===== src/rtl/bit_count_pkg.sv =====
// -----------------------------------------------------------------------------
// bit_count_pkg
// Shared types and constants for the bit-count result capture block:
//   count_t      - 4-bit bit-count value as produced by the datapath
//   ptr_t        - FIFO read/write pointer (wraps 3 -> 0)
//   level_t      - FIFO occupancy, 0..FIFO_DEPTH
//   SEG_*        - active-low 7-segment patterns, bit order {g,f,e,d,c,b,a}
//   ptr_inc()    - wrapping pointer increment
// -----------------------------------------------------------------------------
package bit_count_pkg;

    typedef logic [3:0] count_t;
    typedef logic [1:0] ptr_t;
    typedef logic [2:0] level_t;

    localparam int FIFO_DEPTH = 4;

    // Occupancy value that means "every slot holds an entry".
    localparam level_t LEVEL_FULL = 3'd4;

    localparam logic [6:0] SEG_BLANK = 7'b1111111;
    localparam logic [6:0] SEG_0     = 7'b1000000;
    localparam logic [6:0] SEG_1     = 7'b1111001;
    localparam logic [6:0] SEG_2     = 7'b0100100;
    localparam logic [6:0] SEG_3     = 7'b0110000;
    localparam logic [6:0] SEG_4     = 7'b0011001;
    localparam logic [6:0] SEG_5     = 7'b0010010;
    localparam logic [6:0] SEG_6     = 7'b0000010;
    localparam logic [6:0] SEG_7     = 7'b1111000;
    localparam logic [6:0] SEG_8     = 7'b0000000;
    localparam logic [6:0] SEG_9     = 7'b0010000;
    localparam logic [6:0] SEG_A     = 7'b0001000;
    localparam logic [6:0] SEG_B     = 7'b0000011;
    localparam logic [6:0] SEG_C     = 7'b1000110;
    localparam logic [6:0] SEG_D     = 7'b0100001;
    localparam logic [6:0] SEG_E     = 7'b0000110;
    localparam logic [6:0] SEG_F     = 7'b0001110;

    // Two-bit pointers wrap naturally from 3 back to 0.
    function automatic ptr_t ptr_inc(input ptr_t p);
        return p + 2'd1;
    endfunction

endpackage


===== src/rtl/seg7_decode.sv =====
// -----------------------------------------------------------------------------
// seg7_decode
// Combinational hex-digit to active-low 7-segment decoder.
// Ports:
//   digit [3:0] in  - value 0..F to display
//   seg   [6:0] out - active-low segments {g,f,e,d,c,b,a}
// -----------------------------------------------------------------------------
module seg7_decode
    import bit_count_pkg::*;
(
    input  logic [3:0] digit,
    output logic [6:0] seg
);

    // Digit-to-segment lookup; all sixteen codes map to a hex glyph.
    always_comb begin
        seg = SEG_BLANK;
        case (digit)
            4'h0:    seg = SEG_0;
            4'h1:    seg = SEG_1;
            4'h2:    seg = SEG_2;
            4'h3:    seg = SEG_3;
            4'h4:    seg = SEG_4;
            4'h5:    seg = SEG_5;
            4'h6:    seg = SEG_6;
            4'h7:    seg = SEG_7;
            4'h8:    seg = SEG_8;
            4'h9:    seg = SEG_9;
            4'hA:    seg = SEG_A;
            4'hB:    seg = SEG_B;
            4'hC:    seg = SEG_C;
            4'hD:    seg = SEG_D;
            4'hE:    seg = SEG_E;
            4'hF:    seg = SEG_F;
            default: seg = SEG_BLANK;
        endcase
    end

endmodule


===== src/rtl/bit_count_result_capture.sv =====
// -----------------------------------------------------------------------------
// bit_count_result_capture
// Captures each completed bit-count result (rising edge of done) into a
// 4-entry FIFO, flags dropped captures, and drives two 7-segment displays.
// Ports:
//   clk            in   system clock
//   reset_n        in   asynchronous active-low reset
//   done           in   datapath completion level
//   result   [3:0] in   datapath bit-count, valid while done=1
//   clear          in   synchronous flush of FIFO and overflow flag
//   out_ready      in   consumer accepts head entry this cycle
//   out_valid      out  FIFO non-empty
//   out_count[3:0] out  head-of-FIFO value (0 when empty)
//   fill_level[2:0]out  stored entries, 0..4
//   overflow       out  sticky: a capture was dropped because FIFO was full
//   hex0     [6:0] out  active-low image of the last captured result
//   hex1     [6:0] out  active-low image of fill_level
// -----------------------------------------------------------------------------
module bit_count_result_capture
    import bit_count_pkg::*;
(
    input  logic         clk,
    input  logic         reset_n,
    input  logic         done,
    input  logic [3:0]   result,
    input  logic         clear,
    input  logic         out_ready,
    output logic         out_valid,
    output logic [3:0]   out_count,
    output logic [2:0]   fill_level,
    output logic         overflow,
    output logic [6:0]   hex0,
    output logic [6:0]   hex1
);

    // Control state (reset) and storage (not reset).
    logic         done_q_r;
    ptr_t         wr_ptr_r;
    ptr_t         rd_ptr_r;
    level_t       fill_r;
    logic         overflow_r;
    logic [6:0]   hex0_r;
    logic [6:0]   hex1_r;
    count_t       mem_r [FIFO_DEPTH];

    logic         capture_s;
    logic         empty_s;
    logic         full_s;
    logic         pop_s;
    logic         push_s;
    logic         drop_s;
    level_t       fill_next_s;
    logic [6:0]   result_seg_s;
    logic [6:0]   fill_seg_s;

    // Capture-event detection and FIFO handshake decisions.
    always_comb begin
        capture_s = done & ~done_q_r;
        empty_s   = (fill_r == 3'd0);
        full_s    = (fill_r == LEVEL_FULL);
        // A pop on an empty FIFO is meaningless, so out_ready is masked.
        pop_s     = ~empty_s & out_ready;
        // When full, a same-cycle pop frees the slot the push needs.
        push_s    = capture_s & (~full_s | pop_s);
        drop_s    = capture_s & full_s & ~pop_s;
    end

    // Next occupancy; clear overrides any push/pop in the same cycle.
    always_comb begin
        fill_next_s = fill_r;
        if (clear) begin
            fill_next_s = 3'd0;
        end else if (push_s && !pop_s) begin
            fill_next_s = fill_r + 3'd1;
        end else if (pop_s && !push_s) begin
            fill_next_s = fill_r - 3'd1;
        end else begin
            fill_next_s = fill_r;
        end
    end

    // hex0 follows the incoming result; hex1 follows the next fill level so
    // the registered image lines up with the registered fill_level.
    seg7_decode u_seg_result (
        .digit (result),
        .seg   (result_seg_s)
    );

    seg7_decode u_seg_fill (
        .digit ({1'b0, fill_next_s}),
        .seg   (fill_seg_s)
    );

    // FIFO storage write; contents are don't-care until pointed at by rd_ptr.
    always_ff @(posedge clk) begin
        if (push_s && !clear) begin
            mem_r[wr_ptr_r] <= result;
        end
    end

    // FIFO control, overflow flag, edge-detect register and display registers.
    always_ff @(posedge clk or negedge reset_n) begin
        if (!reset_n) begin
            done_q_r   <= 1'b0;
            wr_ptr_r   <= 2'd0;
            rd_ptr_r   <= 2'd0;
            fill_r     <= 3'd0;
            overflow_r <= 1'b0;
            hex0_r     <= SEG_BLANK;
            hex1_r     <= SEG_0;
        end else begin
            done_q_r <= done;
            fill_r   <= fill_next_s;
            hex1_r   <= fill_seg_s;
            if (clear) begin
                wr_ptr_r   <= 2'd0;
                rd_ptr_r   <= 2'd0;
                overflow_r <= 1'b0;
            end else begin
                if (push_s) begin
                    wr_ptr_r <= ptr_inc(wr_ptr_r);
                end
                if (pop_s) begin
                    rd_ptr_r <= ptr_inc(rd_ptr_r);
                end
                if (drop_s) begin
                    overflow_r <= 1'b1;
                end
                // Dropped captures still update the display.
                if (capture_s) begin
                    hex0_r <= result_seg_s;
                end
            end
        end
    end

    // Head is forced to zero when empty so reset shows out_count=0 without
    // needing to reset the storage array.
    always_comb begin
        out_valid  = ~empty_s;
        fill_level = fill_r;
        overflow   = overflow_r;
        hex0       = hex0_r;
        hex1       = hex1_r;
        if (empty_s) begin
            out_count = 4'd0;
        end else begin
            out_count = mem_r[rd_ptr_r];
        end
    end

endmodule


===== config.mk =====
export PLATFORM = sky130hd
export DESIGN_NAME = bit_count_result_capture
export DESIGN_NICKNAME = d
export VERILOG_FILES = /design/src/rtl/bit_count_pkg.sv /design/src/rtl/seg7_decode.sv /design/src/rtl/bit_count_result_capture.sv
export SDC_FILE = /design/constraint.sdc
export NUM_CORES = 1
export LEC_CHECK = 0
export BUFFER_PORTS_ARGS = -buffer_cell sky130_fd_sc_hd__buf_2
export CAP_MARGIN = 20
export CORE_MARGIN = 10
export CORE_UTILIZATION = 60
export DETAILED_ROUTE_END_ITERATION = 8
export PLACE_DENSITY = 0.92
export SLEW_MARGIN = 20
export SYNTH_ARGS = -nofsm -noshare
export SYNTH_HDL_FRONTEND = slang
export SYNTH_SLANG_ARGS = --single-unit
export TNS_END_PERCENT = 20

===== constraint.sdc =====
create_clock -name clk -period 6.7 [get_ports clk]
set_input_delay 1.34 -clock clk [delete_from_list [all_inputs] [get_ports clk]]
set_output_delay 1.34 -clock clk [all_outputs]
set_load 0.02 [all_outputs]

# After elaboration in Yosys (flattened, before gate mapping)
# Memory sizes are Yosys's and may differ from the RTL's. A register that Yosys moved wholly into a read port is not among the register bits.
# Index checks and enable logic that the tools add are counted.
# word_totals
inputBits	9
register_bits	9
mem_bits_rw	16
romBits	224
mem_count	3
elab_cells	49
# memory_table
name	depth	word_bits	read_ports	rd_clocked_by_memory_dff	wr	line	rtl
(no name shown)	16	7	1	1	0	seg7_decode.sv:18	case (digit)
(no name shown)	16	7	1	1	0	seg7_decode.sv:18	
mem_r	4	4	1	0	1	bit_count_result_capture.sv:44	count_t mem_r [FIFO_DEPTH];
# classes
add_sub_neg	4
bitwise_logic	11
reduce_logical	13
eq_ne	1
mux	12
# op_table
cell	n
3-bit two-way mux	3
2-bit two-way mux	4
2-bit nonzero test	3
1-bit bitwise AND	5
1-bit zero test	5
1-bit NOT	5
2-bit by 1-bit adder with 2-bit output, second input constant	2
1-bit two-way mux	4
4-bit two-way mux	1
3-bit by 1-bit adder with 3-bit output, second input constant	1
3-bit == test, second input constant	1
1-bit logical AND	3
3-bit zero test	1
3-bit by 1-bit subtractor with 3-bit output, second input constant	1
2-bit AND reduction	1
1-bit OR	1

# Longest topological paths before layout
# depth
ltp_word	10
ltp_mapped	10

# Hierarchy
# Synthesis repeated with hierarchy kept, for this count alone.
# hier_totals
cells_unflattened	172
hier_area_um2	2185.8
# by_module_without_submodules
mod	area_each_um2	cells_each	seq_area_each_um2	n_inst
bit_count_result_capture	1635.3	108	1066.0	1
seg7_decode	275.3	32	0.0	2

# Worst setup path after synthesis
# OpenSTA, ideal clock, no wires.
# synth_timing
path_type	in2reg
start	input port done
end	register hex1_r[0], in the netlist hex1[0]
path_stages	7
setup_slack_ps	3636
arrival_time_ps	2939
setup_ps	125
t_required_ps	6575
path_cell_list	nor2b_4 -> and3_4 -> a221oi_1 -> a2111oi_2 -> inv_1 -> ha_1 -> mux2_4
# synth_between
elab_chain_cells	7
word_cells_on_any_way	8
cone_classes	mux: 3; bitwise: 2; reduce/logical: 3
# synth_lines
item	line	rtl
from (decl)	bit_count_result_capture.sv:24	input logic done,
1-bit bitwise AND (*)	bit_count_result_capture.sv:58	capture_s = done & ~done_q_r;
1-bit bitwise AND (*)	bit_count_result_capture.sv:64	push_s = capture_s & (~full_s | pop_s);
1-bit zero test	bit_count_result_capture.sv:75	end else if (pop_s && !push_s) begin
1-bit logical AND	bit_count_result_capture.sv:75	
3-bit two-way mux	bit_count_result_capture.sv:75	
3-bit two-way mux (*)	bit_count_result_capture.sv:73	end else if (push_s && !pop_s) begin
3-bit two-way mux (*)	bit_count_result_capture.sv:71	if (clear) begin
via fill_next_s[1]	bit_count_result_capture.sv:52	level_t fill_next_s;
to (decl)	bit_count_result_capture.sv:43	logic [6:0] hex1_r;
# The timed path passes the listed nets; every way through them passes the cells marked *.
# A chain may end at the register's enable or synchronous reset.

# Worst setup path in the final report
# layout_timing
start	register fill_r[0], in the netlist fill_level[0]
end	output port out_count[3]
# layout_between
elab_chain_cells	2
# layout_lines
item	line	rtl
from (decl)	bit_count_result_capture.sv:40	level_t fill_r;
from (signal assigned)	bit_count_result_capture.sv:113	fill_r <= fill_next_s;
3-bit zero test	bit_count_result_capture.sv:59	empty_s = (fill_r == 3'd0);
4-bit two-way mux	bit_count_result_capture.sv:145	if (empty_s) begin
to (decl)	bit_count_result_capture.sv:29	output logic [3:0] out_count,
# Every way passes these cells.

==> results.md <==
* Status: finished, final reports clean
* Root buffer cell: clkbuf_4
* Die height at around 78 um
* Data arrival, critical path at 1.85 ns
* Ports at 32
* First drt pass iteration count at 4
* Async S/R FF share, synth at 0.590
* Final hold slack at 0.477 ns
* # setup viols final at 0
* Via Count at roughly 1300
* Placed instance count at between 200 and 250
* CP peak stage delay at roughly 0.42 ns
* Slew margin rel. at 0.614
* Synthesized area per cell at 12.5 sq um
* ANT cells at 0
* Final total power at about 0.80 mW
* CP Class: reg -> out
* Num Clock Sinks at 39
* Share of layout cells above drive strength 1 at 0.360
* Busiest grt layer: met2
* Max-cap viol count at 0
* Synth top area share at 0.235
* Die area at a little over 0.006 sq mm
* Clock Latency Late Sink at approximately 0.37 ns
* Post-Syn Instances at between 150 and 200
* Filler Cell Count at 227
* Post-Syn Area at between 0.002 and 0.0025 sq mm
* CP Data Required Time at 5.36 ns
* Leak at about 1.1 nW
* Most common cell in the netlist: ha_1
* Reg-to-reg slack, setup at about 4 ns
* Synth Area in Compound Gates at 0.0662
* Post-CTS sizing at 0
* Global routing usage on met3 at 0.0433
* Largest family of logic cells by synthesized area: simple AND/OR/NAND/NOR gates
* Slowest-stage cell, CP: dfrtp_1
* CTS tree: yes
* Post-CTS Setup Repair Bufs at 0
* Largest net degree at the start of global routing at 24
* Fraction of synthesized area in multiplexers at 0.119
* H-Tree Depth at 2
* Post-Synth XOR/XNOR Area at 0.0129
* Crit path time final at 3.19 ns
* Yosys cell types at 39
* Number of remaining DRC errors at 0
* Yosys warning count at 0
* Post-route design area at between 0.002 and 0.0025 sq mm
* RSZ-0062 raised after global routing: no
* Setup TNS at 0 ns
* Fin cells at ~240
* Power Dens Cells at about 340 mW/mm^2
* Top_reg_cell synth: edfxtp_1
* Top cell family by delay on the critical path: simple AND/OR/NAND/NOR gates
* Detail Placement HPWL at 2870 um
* Critical path cell sequence: inv_1 -> ha_1 -> nor2b_2 -> and2b_2 -> buf_2
* Synthesis-to-finish area growth at 13.2%
* First-pass GRT wire length at roughly 6100 um
* Critical Path Fanout Max at 7
* Grt met2 use at 0.212
* Synth top area cells: edfxtp_1 24%, dfrtp_1 18%, ha_1 11%
* Pins over their slew limit at 0
* Antenna violations before repair at 0
* Period utilization at 0.476
* Row count at 21
* Post-Route WL at approximately 3700 um
* Adder-Cell Fraction of Synth Area at 0.110
* Final ANT Viol Nets at 0
* Nets at 223
* Total core area at ~0.0033 sq mm
* Clock buffer depth at 2
* Inserted Clock Buffers at 5
* CP endpoint kind: output port
* Final RePlAce weighted congestion at 0.776
* Simple-Gate Fraction of Synth Area at 0.138
* Slew @ Worst Pin at about 0.58 ns
* GRT Total Usage at 0.125
* Post-synth EDFFs at 16
* Share of the yosys chip area belonging to registers at 0.522
* Clock transition at path regs at roughly 0.13 ns
* Final Hold Vio Count at 0
* Congestion Overflow GR at 0
* Clock skew at about 0.018 ns
* Yosys top cell by area: edfxtp_1
* Placed Area at between 0.002 and 0.0025 sq mm
* VDD IR max at about 0.23 mV
* DR iter-0 viols at 60
* Initial Utilization at 0.617
* Hold Crit Class: reg -> reg
* Fmax at ~310 MHz
* PortBufs at 31
* Hold buffers post-CTS at 0
* Net count after synthesis at between 150 and 200
* Drt wl/cell at roughly 15 um
* Vias in the first global route at 1281
* Drt via density at approximately 5.4
* Worst Path Buf+Inv at 2
* Top cells by count, synth: 18 x ha_1, 16 x edfxtp_1, 15 x dfrtp_1, 15 x nor2_1, 11 x inv_1
* M1 GR Usage at 0.139
* Crit start category: flip-flop
* Die Wd at roughly 78 um
* #FFs+latches synth at 39
-- stage by stage --
step,util,worst slack (ns)
final,0.698,3.51
after global routing,0.698,3.40
after CTS,0.698,3.49
after detailed placement,0.675,3.29
after global placement,0.675,3.41
after floorplan,-,3.64
-- logic make-up (layout without fill, tap and decap cells) --
family,count (synthesis),in the layout
xor+xnor,3,3
simple gates,49,49
buf+inv,17,51
fa+ha+maj,18,18
flops,39,39
compound gates,20,20
mux,17,17
-- final cells by class --
cell class	count	area, sq um	area share
Sequential cell	39	1070	0.461
Multi-Input combinational cell	107	912	0.394
Timing Repair Buffer	31	155	0.0671
Clock buffer	6	62.6	0.0271
Tap cell	46	57.6	0.0249
Inverter	12	45.0	0.0195
Clock inverter	2	13.8	0.00595
-- per-layer routing --
layer | up-vias | wire (um)
met4 | 0 | 72
met2 | 27 | 1980
met3 | 7 | 162
met5 | - | 0
met1 | 650 | 1520
li1 | 626 | -
-- power breakdown --
group | internal [mW] | switching, mW
combinational | 0.142 | 0.198
clock | 0.0635 | 0.0807
sequential | 0.290 | 0.0229
-- worst min-delay path: cells and delay by family, from the launching register on --
kind	cells	cell delay (ns)
compound gates	1	0.05
simple gates	1	0.04
flops	1	0.39
-- state kept, by name (all words and copies together) (netlist names) --
name / count
hex0: 7
hex1: 7
overflow: 1
rd_ptr_r: 2
done_q_r: 1
fill_level: 3
mem_r: 16
wr_ptr_r: 2
-- placed cells by master, fill, tap and decap left out, types with 2 or more instances in the layout --
cell,count
mux4_2,4
a21oi_1,5
dfstp_2,8
dfrtp_1,15
xnor2_1,2
mux2i_1,7
inv_1,11
clkbuf_4,5
nor2_1,15
and2_1,4
nor2b_1,2
and2b_2,5
edfxtp_1,16
buf_2,31
o21ai_0,7
nand2_1,10
nor3_1,2
ha_1,18
nand2b_1,3
mux2_2,4
-- final timing paths --
check                                   start             to  cells after the start
worst max-delay path            fill_level[0]   out_count[3]                      5
worst min-delay path                  hex0[0]        hex0[0]                      2
worst max register to register  fill_level[0]        hex1[0]                      9
worst min register to register        hex0[0]        hex0[0]                      2
max in group asynchronous             reset_n        hex0[0]                      1
min in group asynchronous             reset_n  fill_level[1]                      1
No activity file was read; power rests on OpenSTA's default activity.
